## src/rtl/pipe_ctrl_pkg.sv

```systemverilog
// Shared types and constants for the RV32I pipeline sequencing controller.
package pipe_ctrl_pkg;

  typedef enum logic [0:0] {
    S_RUN      = 1'b0,
    S_MEM_WAIT = 1'b1
  } state_e;

  typedef enum logic [1:0] {
    FWD_RF  = 2'd0,
    FWD_MEM = 2'd1,
    FWD_WB  = 2'd2
  } fwd_sel_e;

  localparam logic [4:0] REG_X0 = 5'd0;

  // True when a writing stage targets the given source register (x0 never matches).
  function automatic logic rd_hits(input logic wr, input logic [4:0] rd, input logic [4:0] src);
    return wr && (rd != REG_X0) && (rd == src);
  endfunction

endpackage

```

## src/rtl/fwd_unit.sv

```systemverilog
// Operand forwarding select for one EX source operand; MEM result beats WB result.
module fwd_unit
  import pipe_ctrl_pkg::*;
(
  input  logic [4:0] src_addr,
  input  logic [4:0] mem_rd_addr,
  input  logic       mem_rd_wr,
  input  logic [4:0] wb_rd_addr,
  input  logic       wb_rd_wr,
  output logic [1:0] fwd_sel
);

  // Priority select: youngest producer (MEM) first, then WB, else register file.
  always_comb begin
    fwd_sel = FWD_RF;
    if (rd_hits(mem_rd_wr, mem_rd_addr, src_addr)) begin
      fwd_sel = FWD_MEM;
    end else if (rd_hits(wb_rd_wr, wb_rd_addr, src_addr)) begin
      fwd_sel = FWD_WB;
    end else begin
      fwd_sel = FWD_RF;
    end
  end

endmodule

```

## src/rtl/pipe_hazard_ctrl.sv

```systemverilog
// Five-stage pipeline sequencing: stage enables/flushes, load-use and branch
// handling, data-memory wait FSM with timeout, forwarding selects, stall counter.
module pipe_hazard_ctrl
  import pipe_ctrl_pkg::*;
#(
  parameter int unsigned MEM_TIMEOUT = 16,
  parameter int unsigned CNT_W       = 32
) (
  input  logic             clk,
  input  logic             rst,
  input  logic [4:0]       id_rs1_addr,
  input  logic [4:0]       id_rs2_addr,
  input  logic             id_rs1_used,
  input  logic             id_rs2_used,
  input  logic [4:0]       ex_rd_addr,
  input  logic             ex_rd_wr,
  input  logic             ex_is_load,
  input  logic             ex_branch_taken,
  input  logic [4:0]       mem_rd_addr,
  input  logic             mem_rd_wr,
  input  logic             mem_req,
  input  logic             dmem_ready,
  input  logic [4:0]       wb_rd_addr,
  input  logic             wb_rd_wr,
  output logic             pc_en,
  output logic             if_id_en,
  output logic             if_id_flush,
  output logic             id_ex_en,
  output logic             id_ex_flush,
  output logic             ex_mem_en,
  output logic             mem_wb_en,
  output logic             mem_wb_flush,
  output logic [1:0]       fwd_a_sel,
  output logic [1:0]       fwd_b_sel,
  output logic             mem_err,
  output logic [CNT_W-1:0] stall_cycles
);

  localparam logic [7:0] WAIT_LAST = 8'(MEM_TIMEOUT - 1);

  state_e           state_r;
  state_e           state_nxt_s;
  logic [7:0]       wait_cnt_r;
  logic [7:0]       wait_cnt_nxt_s;
  logic             mem_err_r;
  logic             set_err_s;
  logic [CNT_W-1:0] stall_cycles_r;
  logic             freeze_s;
  logic             load_use_s;

  assign mem_err      = mem_err_r;
  assign stall_cycles = stall_cycles_r;

  // Load in EX whose destination is read by the instruction in ID.
  always_comb begin
    load_use_s = 1'b0;
    if (ex_is_load && ex_rd_wr && (ex_rd_addr != REG_X0)) begin
      load_use_s = (id_rs1_used && (id_rs1_addr == ex_rd_addr)) ||
                   (id_rs2_used && (id_rs2_addr == ex_rd_addr));
    end else begin
      load_use_s = 1'b0;
    end
  end

  // Pipeline freezes whenever an outstanding data access has not completed;
  // once waiting, only dmem_ready releases it.
  always_comb begin
    freeze_s = 1'b0;
    case (state_r)
      S_RUN:      freeze_s = mem_req && !dmem_ready;
      S_MEM_WAIT: freeze_s = !dmem_ready;
      default:    freeze_s = !dmem_ready;
    endcase
  end

  // Next-state, wait counter and stage control. On release the held EX
  // instruction is re-evaluated, so normal hazard handling applies then.
  always_comb begin
    state_nxt_s    = state_r;
    wait_cnt_nxt_s = wait_cnt_r;
    set_err_s      = 1'b0;
    pc_en          = 1'b1;
    if_id_en       = 1'b1;
    id_ex_en       = 1'b1;
    ex_mem_en      = 1'b1;
    mem_wb_en      = 1'b1;
    if_id_flush    = 1'b0;
    id_ex_flush    = 1'b0;
    mem_wb_flush   = 1'b0;

    if (rst) begin
      pc_en     = 1'b0;
      if_id_en  = 1'b0;
      id_ex_en  = 1'b0;
      ex_mem_en = 1'b0;
      mem_wb_en = 1'b0;
    end else if (freeze_s) begin
      pc_en        = 1'b0;
      if_id_en     = 1'b0;
      id_ex_en     = 1'b0;
      ex_mem_en    = 1'b0;
      mem_wb_flush = 1'b1;
      if (state_r == S_RUN) begin
        state_nxt_s    = S_MEM_WAIT;
        wait_cnt_nxt_s = 8'd0;
      end else if (wait_cnt_r >= WAIT_LAST) begin
        set_err_s = 1'b1;
      end else begin
        wait_cnt_nxt_s = wait_cnt_r + 8'd1;
      end
    end else begin
      state_nxt_s    = S_RUN;
      wait_cnt_nxt_s = 8'd0;
      if (ex_branch_taken) begin
        if_id_flush = 1'b1;
        id_ex_flush = 1'b1;
      end else if (load_use_s) begin
        pc_en       = 1'b0;
        if_id_en    = 1'b0;
        id_ex_flush = 1'b1;
      end else begin
        pc_en = 1'b1;
      end
    end
  end

  // State, wait counter, sticky timeout flag and stall counter.
  always_ff @(posedge clk or posedge rst) begin
    if (rst) begin
      state_r        <= S_RUN;
      wait_cnt_r     <= 8'd0;
      mem_err_r      <= 1'b0;
      stall_cycles_r <= '0;
    end else begin
      state_r    <= state_nxt_s;
      wait_cnt_r <= wait_cnt_nxt_s;
      mem_err_r  <= mem_err_r | set_err_s;
      if (!pc_en) begin
        stall_cycles_r <= stall_cycles_r + CNT_W'(1);
      end else begin
        stall_cycles_r <= stall_cycles_r;
      end
    end
  end

  fwd_unit u_fwd_a (
    .src_addr    (id_rs1_addr),
    .mem_rd_addr (mem_rd_addr),
    .mem_rd_wr   (mem_rd_wr),
    .wb_rd_addr  (wb_rd_addr),
    .wb_rd_wr    (wb_rd_wr),
    .fwd_sel     (fwd_a_sel)
  );

  fwd_unit u_fwd_b (
    .src_addr    (id_rs2_addr),
    .mem_rd_addr (mem_rd_addr),
    .mem_rd_wr   (mem_rd_wr),
    .wb_rd_addr  (wb_rd_addr),
    .wb_rd_wr    (wb_rd_wr),
    .fwd_sel     (fwd_b_sel)
  );

endmodule

```

## config.mk

```make
export PLATFORM = sky130hd
export DESIGN_NAME = pipe_hazard_ctrl
export DESIGN_NICKNAME = d
export VERILOG_FILES = /design/src/rtl/pipe_ctrl_pkg.sv /design/src/rtl/fwd_unit.sv /design/src/rtl/pipe_hazard_ctrl.sv
export SDC_FILE = /design/constraint.sdc
export NUM_CORES = 1
export LEC_CHECK = 0
export CAP_MARGIN = 20
export CORE_ASPECT_RATIO = 0.8
export CORE_UTILIZATION = 42
export DETAILED_ROUTE_END_ITERATION = 6
export PLACE_DENSITY = 0.81
export SLEW_MARGIN = 5
export SYNTH_ARGS = -nofsm -noshare
export SYNTH_HDL_FRONTEND = slang
export SYNTH_SLANG_ARGS = --single-unit
```

## constraint.sdc

```tcl
create_clock -name clk -period 2.12 [get_ports clk]
set_input_delay 0.212 -clock clk [delete_from_list [all_inputs] [get_ports clk]]
set_output_delay 0.212 -clock clk [all_outputs]
set_load 0.005 [all_outputs]
```

==> results of run 1 <==
[registers in the layout, summed over array words and instances, names as in the netlist]
register and cells:
stall_cycles 32, state_r 1, wait_cnt_r 8, mem_err 1
[cell families (layout without fill, tap and decap cells)]
| kind of cell | Yosys count | count (layout) | share of synthesized area, % |
|---|---|---|---|
| AO/OA/AOI/OAI | 19 | 19 | 5.21 |
| XOR/XNOR | 61 | 61 | 21.0 |
| adder cells (fa/ha/maj) | 2 | 2 | 0.983 |
| buffers and inverters | 16 | 128 | 5.06 |
| flip-flops | 42 | 42 | 41.3 |
| multiplexers | 1 | 1 | 0.442 |
| other | 0 | 1 | 0 |
| AND/OR/NAND/NOR | 103 | 103 | 26.0 |
[synth_stat cells (2+ instances only)]
| master | n |
|---|---|
| a21oi_1 | 3 |
| nand4_1 | 10 |
| buf_12 | 2 |
| nand3_1 | 14 |
| or4_1 | 5 |
| xor2_1 | 41 |
| inv_1 | 6 |
| nor2b_1 | 2 |
| o21ai_0 | 8 |
| dfrtp_1 | 42 |
| nor3_1 | 10 |
| buf_2 | 2 |
| buf_4 | 2 |
| xnor2_1 | 20 |
| nor4_1 | 7 |
| ha_1 | 2 |
| nor3b_1 | 2 |
| nor2_1 | 10 |
| nor4_2 | 8 |
| nand2_1 | 16 |
| and3_1 | 6 |
| nor4_4 | 2 |
| nor3_2 | 2 |
[repair_timing]
action,in CTS,in global routing
gates resized for setup,34,13
setup endpoints to repair,7,8
setup buffers,1,0
pin swaps,9,6
hold endpoints to repair,0,0
[through the flow]
| stage | total power, mW | setup WS (ns) | area, um^2 | setup TNS [ns] |
|---|---|---|---|---|
| finish | 2.70 | 0.0507 | 3810 | 0 |
| global route | 2.86 | 0.00308 | 3810 | 0 |
| CTS | 2.70 | 0.00684 | 3740 | 0 |
| detailed placement | 2.06 | -0.560 | 3590 | -9.95 |
| global placement | 2.03 | -0.374 | 3590 | -7.96 |
| floorplan | 1.55 | -0.0270 | 2550 | -0.0540 |
[final cells by class]
cell class,count,area (um^2)
clock inverter,3,43.8
antenna,1,2.50
inverter,7,37.5
sequential,42,1050
clock buffer,5,68.8
fill,432,1840
tap,78,97.6
multi-input combinational,186,1460
timing repair buffer,113,1050
[where the power goes]
part	internal, mW	switching (mW)	total, mW
clock	0.353	0.286	0.639
combinational	0.515	0.439	0.954
sequential	0.937	0.170	1.11
[worst min-delay path, stage by stage]
cell and delay (ns):
clkdlybuf4s50_1 0.46, clkinvlp_4 0.09, buf_4 0.23
[per-layer routing]
layer | up-vias | track usage (%) | wire length [um]
li1 | 1082 | - | -
met1 | 1045 | 27.9 | 3020
met2 | 56 | 32.3 | 2960
met3 | 9 | 4.61 | 393
met4 | 0 | 6.17 | 95
met5 | - | 0 | 0
[worst max path at each step]
stage / end / startpoint / cells past startpoint / slack [ns]
floorplan: stall_cycles[11]$_DFFE_PP0N_ / rst / 7 / -0.03
global placement: fwd_a_sel[1] / mem_rd_addr[0] / 6 / -0.37
detailed placement: fwd_a_sel[1] / mem_rd_addr[0] / 6 / -0.56
CTS: fwd_a_sel[0] / mem_rd_addr[3] / 7 / 0.007
global route: id_ex_flush / ex_rd_addr[1] / 6 / 0.003
finish: id_ex_flush / ex_rd_addr[1] / 6 / 0.05
==> results_dict.tcl, run 1 <==
set metrics [dict create \
    synth_ff_type "dfrtp_1" \
    yosys.area.top_type "dfrtp_1" \
    max_slew_margin_pct 46.9 \
    viasPerCell 5.04 \
    die_y_um 71.6 \
    grt_pass1_wl_um 9900 \
    utilization_pct 67.4 \
    cp_cell_sequence "dlygate4sd2_1 -> or4_4 -> o211ai_4 -> and2b_2 -> o21a_1 -> dlygate4sd2_1" \
    cpPeakStageDelay_ns 0.55 \
    seq_area_frac_synth_pct 41.3 \
    cts_inserted_buffers 5 \
    final_common_cell "clkdlybuf4s50_1" \
    path_buf_inv 2 \
    fp.coreArea_um2 5650 \
    max-clock-path-buffers 2 \
    ff2ff_path_depth 6 \
    hpwlAfterDp_um 4820 \
    wire_per_inst_um 14.9 \
    synth_top_area_share_pct 41.3 \
    slew_viol_final 0 \
    cp_data_arrival_time_ns 1.86 \
    cpLargestDelayFamily "simple AND/OR/NAND/NOR gates" \
    drt_iter0_drc 81 \
    synth_area_leaders "dfrtp_1 (41%), xor2_1 (14%), xnor2_1 (6.9%), nor4_2 (3.9%), nand3_1 (2.8%)" \
    synth_nets 282 \
    leakage_nw 1.61 \
    r2r_end "stall_cycles[21]$_DFFE_PP0N_" \
    dp_cells 425 \
    grt_max_degree 30 \
    critical_path.most_common_cell "dlygate4sd2_1" \
    drc 0 \
    ioPinCount 81 \
    synthCells 244 \
    area_growth_pct 49.6 \
    cpMaxStageDelayCell "or4_4" \
    clk_latency_ns 0.29 \
    holdWs_ns 0.325 \
    required_ns 1.91 \
    synth.avg_cell_area_um2 10.4 \
    vias 2192 \
    htreeDepth 2 \
    die-area_um2 6380 \
    fmax_ghz 0.483 \
    finalNonFillerCells 435 \
    max_cap_viol_count 0 \
    grt_pass1_vias 2115 \
    gp_congestion 0.861 \
    layout.nets 393 \
    dr.pass1.iters 4 \
    cts_root_buf "clkbuf_8" \
    tightest_slew_ns 0.795 \
    initial_core_util_pct 45.1 \
    finalSetupViolCount 0 \
    rsz0062_at_grt "no" \
    async_flop_share_pct 100 \
    clk_pin_slew_ns 0.09 \
    rows 24 \
    antenna_found_initial 1 \
    cp_max_fo 2 \
    grt_overflow 0 \
    ys_ff_latch 42 \
    drive_above_1_share_pct 21.9 \
    outcome "finished, final reports clean" \
    drt_wl_total_um 6470 \
    ctsHoldBuffers 0 \
    grt_util_all_layers_pct 20.3 \
    ant_nets 0 \
    peakVddDrop_uv 589 \
    mostFrequentLayoutCells "clkdlybuf4s50_1 (59), dfrtp_1 (42), xor2_1 (41)" \
    worstReg2RegStart "stall_cycles[2]$_DFFE_PP0N_" \
    final_hold_viol_count 0 \
    syn_area_um2 2540 \
    cts.sinks 42 \
    worst-setup-path-type "input pin to output pin" \
    fp.dieW_um 89.0 \
    hold_path.class "input pin to asynchronous set/reset pin" \
    min_period_ns 2.07 \
    ys_types 45 \
    yosysWarnings 0 \
    cts_tree "built" \
    cp-start-kind "input pin" \
    clock_skew_ns 0.00976 \
    rrSetupSlack_ns 0.22 \
    synth_edf_count 0 \
    numPortBuffers 80 \
    fin_crit_sh_pct 97.6 \
    power.density_nw_per_um2 709 \
    endpoint_kind "output pin" \
]
Power figures use the tool's default switching activity.
==> run 2: changes to the inputs <==
--- a/config.mk
+++ b/config.mk
@@ -6,8 +6,10 @@
 export NUM_CORES = 1
 export LEC_CHECK = 0
 export CAP_MARGIN = 20
+export CELL_PAD_IN_SITES_DETAIL_PLACEMENT = 1
+export CELL_PAD_IN_SITES_GLOBAL_PLACEMENT = 1
 export CORE_ASPECT_RATIO = 0.8
-export CORE_UTILIZATION = 42
+export CORE_UTILIZATION = 32
 export DETAILED_ROUTE_END_ITERATION = 6
 export PLACE_DENSITY = 0.81
 export SLEW_MARGIN = 5
==> results_dict.tcl, run 2 (synthesized netlist as in run 1, its figures left out) <==
set metrics [dict create \
    outcome "finished, final reports clean" \
    area_growth_pct 53.2 \
    grt_pass1_vias 2471 \
    dr.pass1.iters 4 \
    hpwlAfterDp_um 6170 \
    cpPeakStageDelay_ns 0.47 \
    grt_pass1_wl_um 12900 \
    drive_above_1_share_pct 25.3 \
    endpoint_kind "output pin" \
    clk_latency_ns 0.30 \
    layout.nets 397 \
    htreeDepth 2 \
    fmax_ghz 0.481 \
    finalSetupViolCount 0 \
    worstReg2RegStart "stall_cycles[8]$_DFFE_PP0N_" \
    wire_per_inst_um 18.9 \
    cp-start-kind "input pin" \
    rrSetupSlack_ns 0.09 \
    cp_data_arrival_time_ns 1.87 \
    largest_register_ffs 32 \
    max-clock-path-buffers 2 \
    total_power_mw 2.78 \
    drt_wl_total_um 8810 \
    grt_busiest_layer "met2" \
    mostFrequentLayoutCells "clkdlybuf4s50_1 (61), xor2_1 (41), dfrtp_1 (41)" \
    cpLargestDelayFamily "buffers and inverters" \
    gp_congestion 0.956 \
    antenna_found_initial 0 \
    utilization_pct 51.8 \
    grt_max_degree 26 \
    cts_root_buf "clkbuf_8" \
    tightest_slew_ns 0.609 \
    peakVddDrop_uv 495 \
    drt_iter0_drc 75 \
    holdWs_ns 0.358 \
    viasPerCell 5.07 \
    grt_util_all_layers_pct 20.7 \
    numPortBuffers 80 \
    vias 2356 \
    min_period_ns 2.08 \
    slew_viol_final 0 \
    max_slew_margin_pct 59.4 \
    ff2ff_path_depth 6 \
    use_met3_pct 5.36 \
    fin_crit_sh_pct 98.0 \
    ioPinCount 81 \
    r2r_end "stall_cycles[30]$_DFFE_PP0N_" \
    drc 0 \
    worst-setup-path-type "input pin to output pin" \
    diodes 0 \
    met2_usage_pct 36.4 \
    hold_path.class "input pin to asynchronous set/reset pin" \
    ant_nets 0 \
    cpMaxStageDelayCell "clkdlybuf4s50_1" \
    final_hold_viol_count 0 \
    rows 28 \
    path_buf_inv 3 \
    power.density_nw_per_um2 712 \
    leakage_nw 1.63 \
    cts_inserted_buffers 5 \
    cts_tree "built" \
    required_ns 1.91 \
    cp_max_fo 3 \
    max_cap_viol_count 0 \
    die_y_um 81.8 \
    cp_cell_sequence "clkdlybuf4s50_1 -> buf_4 -> xnor2_1 -> nand3_1 -> nor4_2 -> dlygate4sd2_1" \
    final_common_cell "clkdlybuf4s50_1" \
    grtUsageMet1_pct 25.5 \
    grt_overflow 0 \
    clock_skew_ns 0.0115 \
    setup_tns_ns 0 \
    initial_core_util_pct 33.8 \
    clk_pin_slew_ns 0.09 \
    fp.coreArea_um2 7530 \
    cts.sinks 42 \
    die-area_um2 8320 \
    fp.dieW_um 102 \
]
## run 2: cell count changes in the layout (fill, tap and decap cells not counted), moves of 2 or more
| cell | delta |
|---|---|
| nor4_4 | +3 |
| nor4_2 | -3 |
| buf_4 | +5 |
| dlymetal6s2s_1 | -3 |
| xnor2_2 | +4 |
| xnor2_1 | -4 |
| clkdlybuf4s50_1 | +2 |
## run 2: how the worst max path moves through the flow
stage / startpoint / to / depth (start not counted)
5_1_grt: mem_rd_addr[2] / fwd_b_sel[1] / 7
2_1_floorplan: rst / stall_cycles[11]$_DFFE_PP0N_ / 7
3_5_place_dp: mem_rd_addr[0] / fwd_a_sel[1] / 6
6_report: id_rs2_addr[0] / fwd_b_sel[0] / 6
3_3_place_gp: ex_rd_addr[1] / if_id_en / 7
4_1_cts: wb_rd_addr[2] / fwd_b_sel[1] / 6
## run 2: area by class of cell
type                       instances  area [um^2]
tap                              105          131
clock inverter                     2         12.5
clock buffer                       6         82.6
multi-input combinational        186         1520
inverter                           7         37.5
sequential                        42         1050
fill                             850         3630
timing repair buffer             117         1060
## run 2: timing repair
action | in CTS | in global routing
setup buffers | 1 | 1
setup endpoints to repair | 21 | 33
resized for setup | 38 | 19
pin swaps | 8 | 6
hold buffers | 0 | 0
cloned | 0 | 0
## run 2: metrics by stage
stage                     setup WS (ns)  cells  area, um^2
after global routing            -0.0142    465        3900
after CTS                       0.00443    464        3800
after global placement           -0.394    456        3660
after detailed placement         -0.592    456        3660
final                            0.0426    465        3900
after floorplan                 -0.0270    244        2550
## run 2: tightest hold or removal path, stage by stage
cell             delay (ns)
clkdlybuf4s50_1        0.46
clkinvlp_4             0.10
buf_4                  0.27
## run 2: power by group
group          total [mW]  internal, mW  switching, mW
Combinational        1.09         0.550          0.536
Clock               0.558         0.262          0.296
Sequential           1.13         0.939          0.192
## run 2: metal layers
| metal | vias to the layer above | part of all wire [%] |
|---|---|---|
| met4 | 0 | 1.7 |
| met3 | 15 | 3.9 |
| met2 | 59 | 51 |
| li1 | 1084 | - |
| met1 | 1198 | 43 |
| met5 | - | 0 |
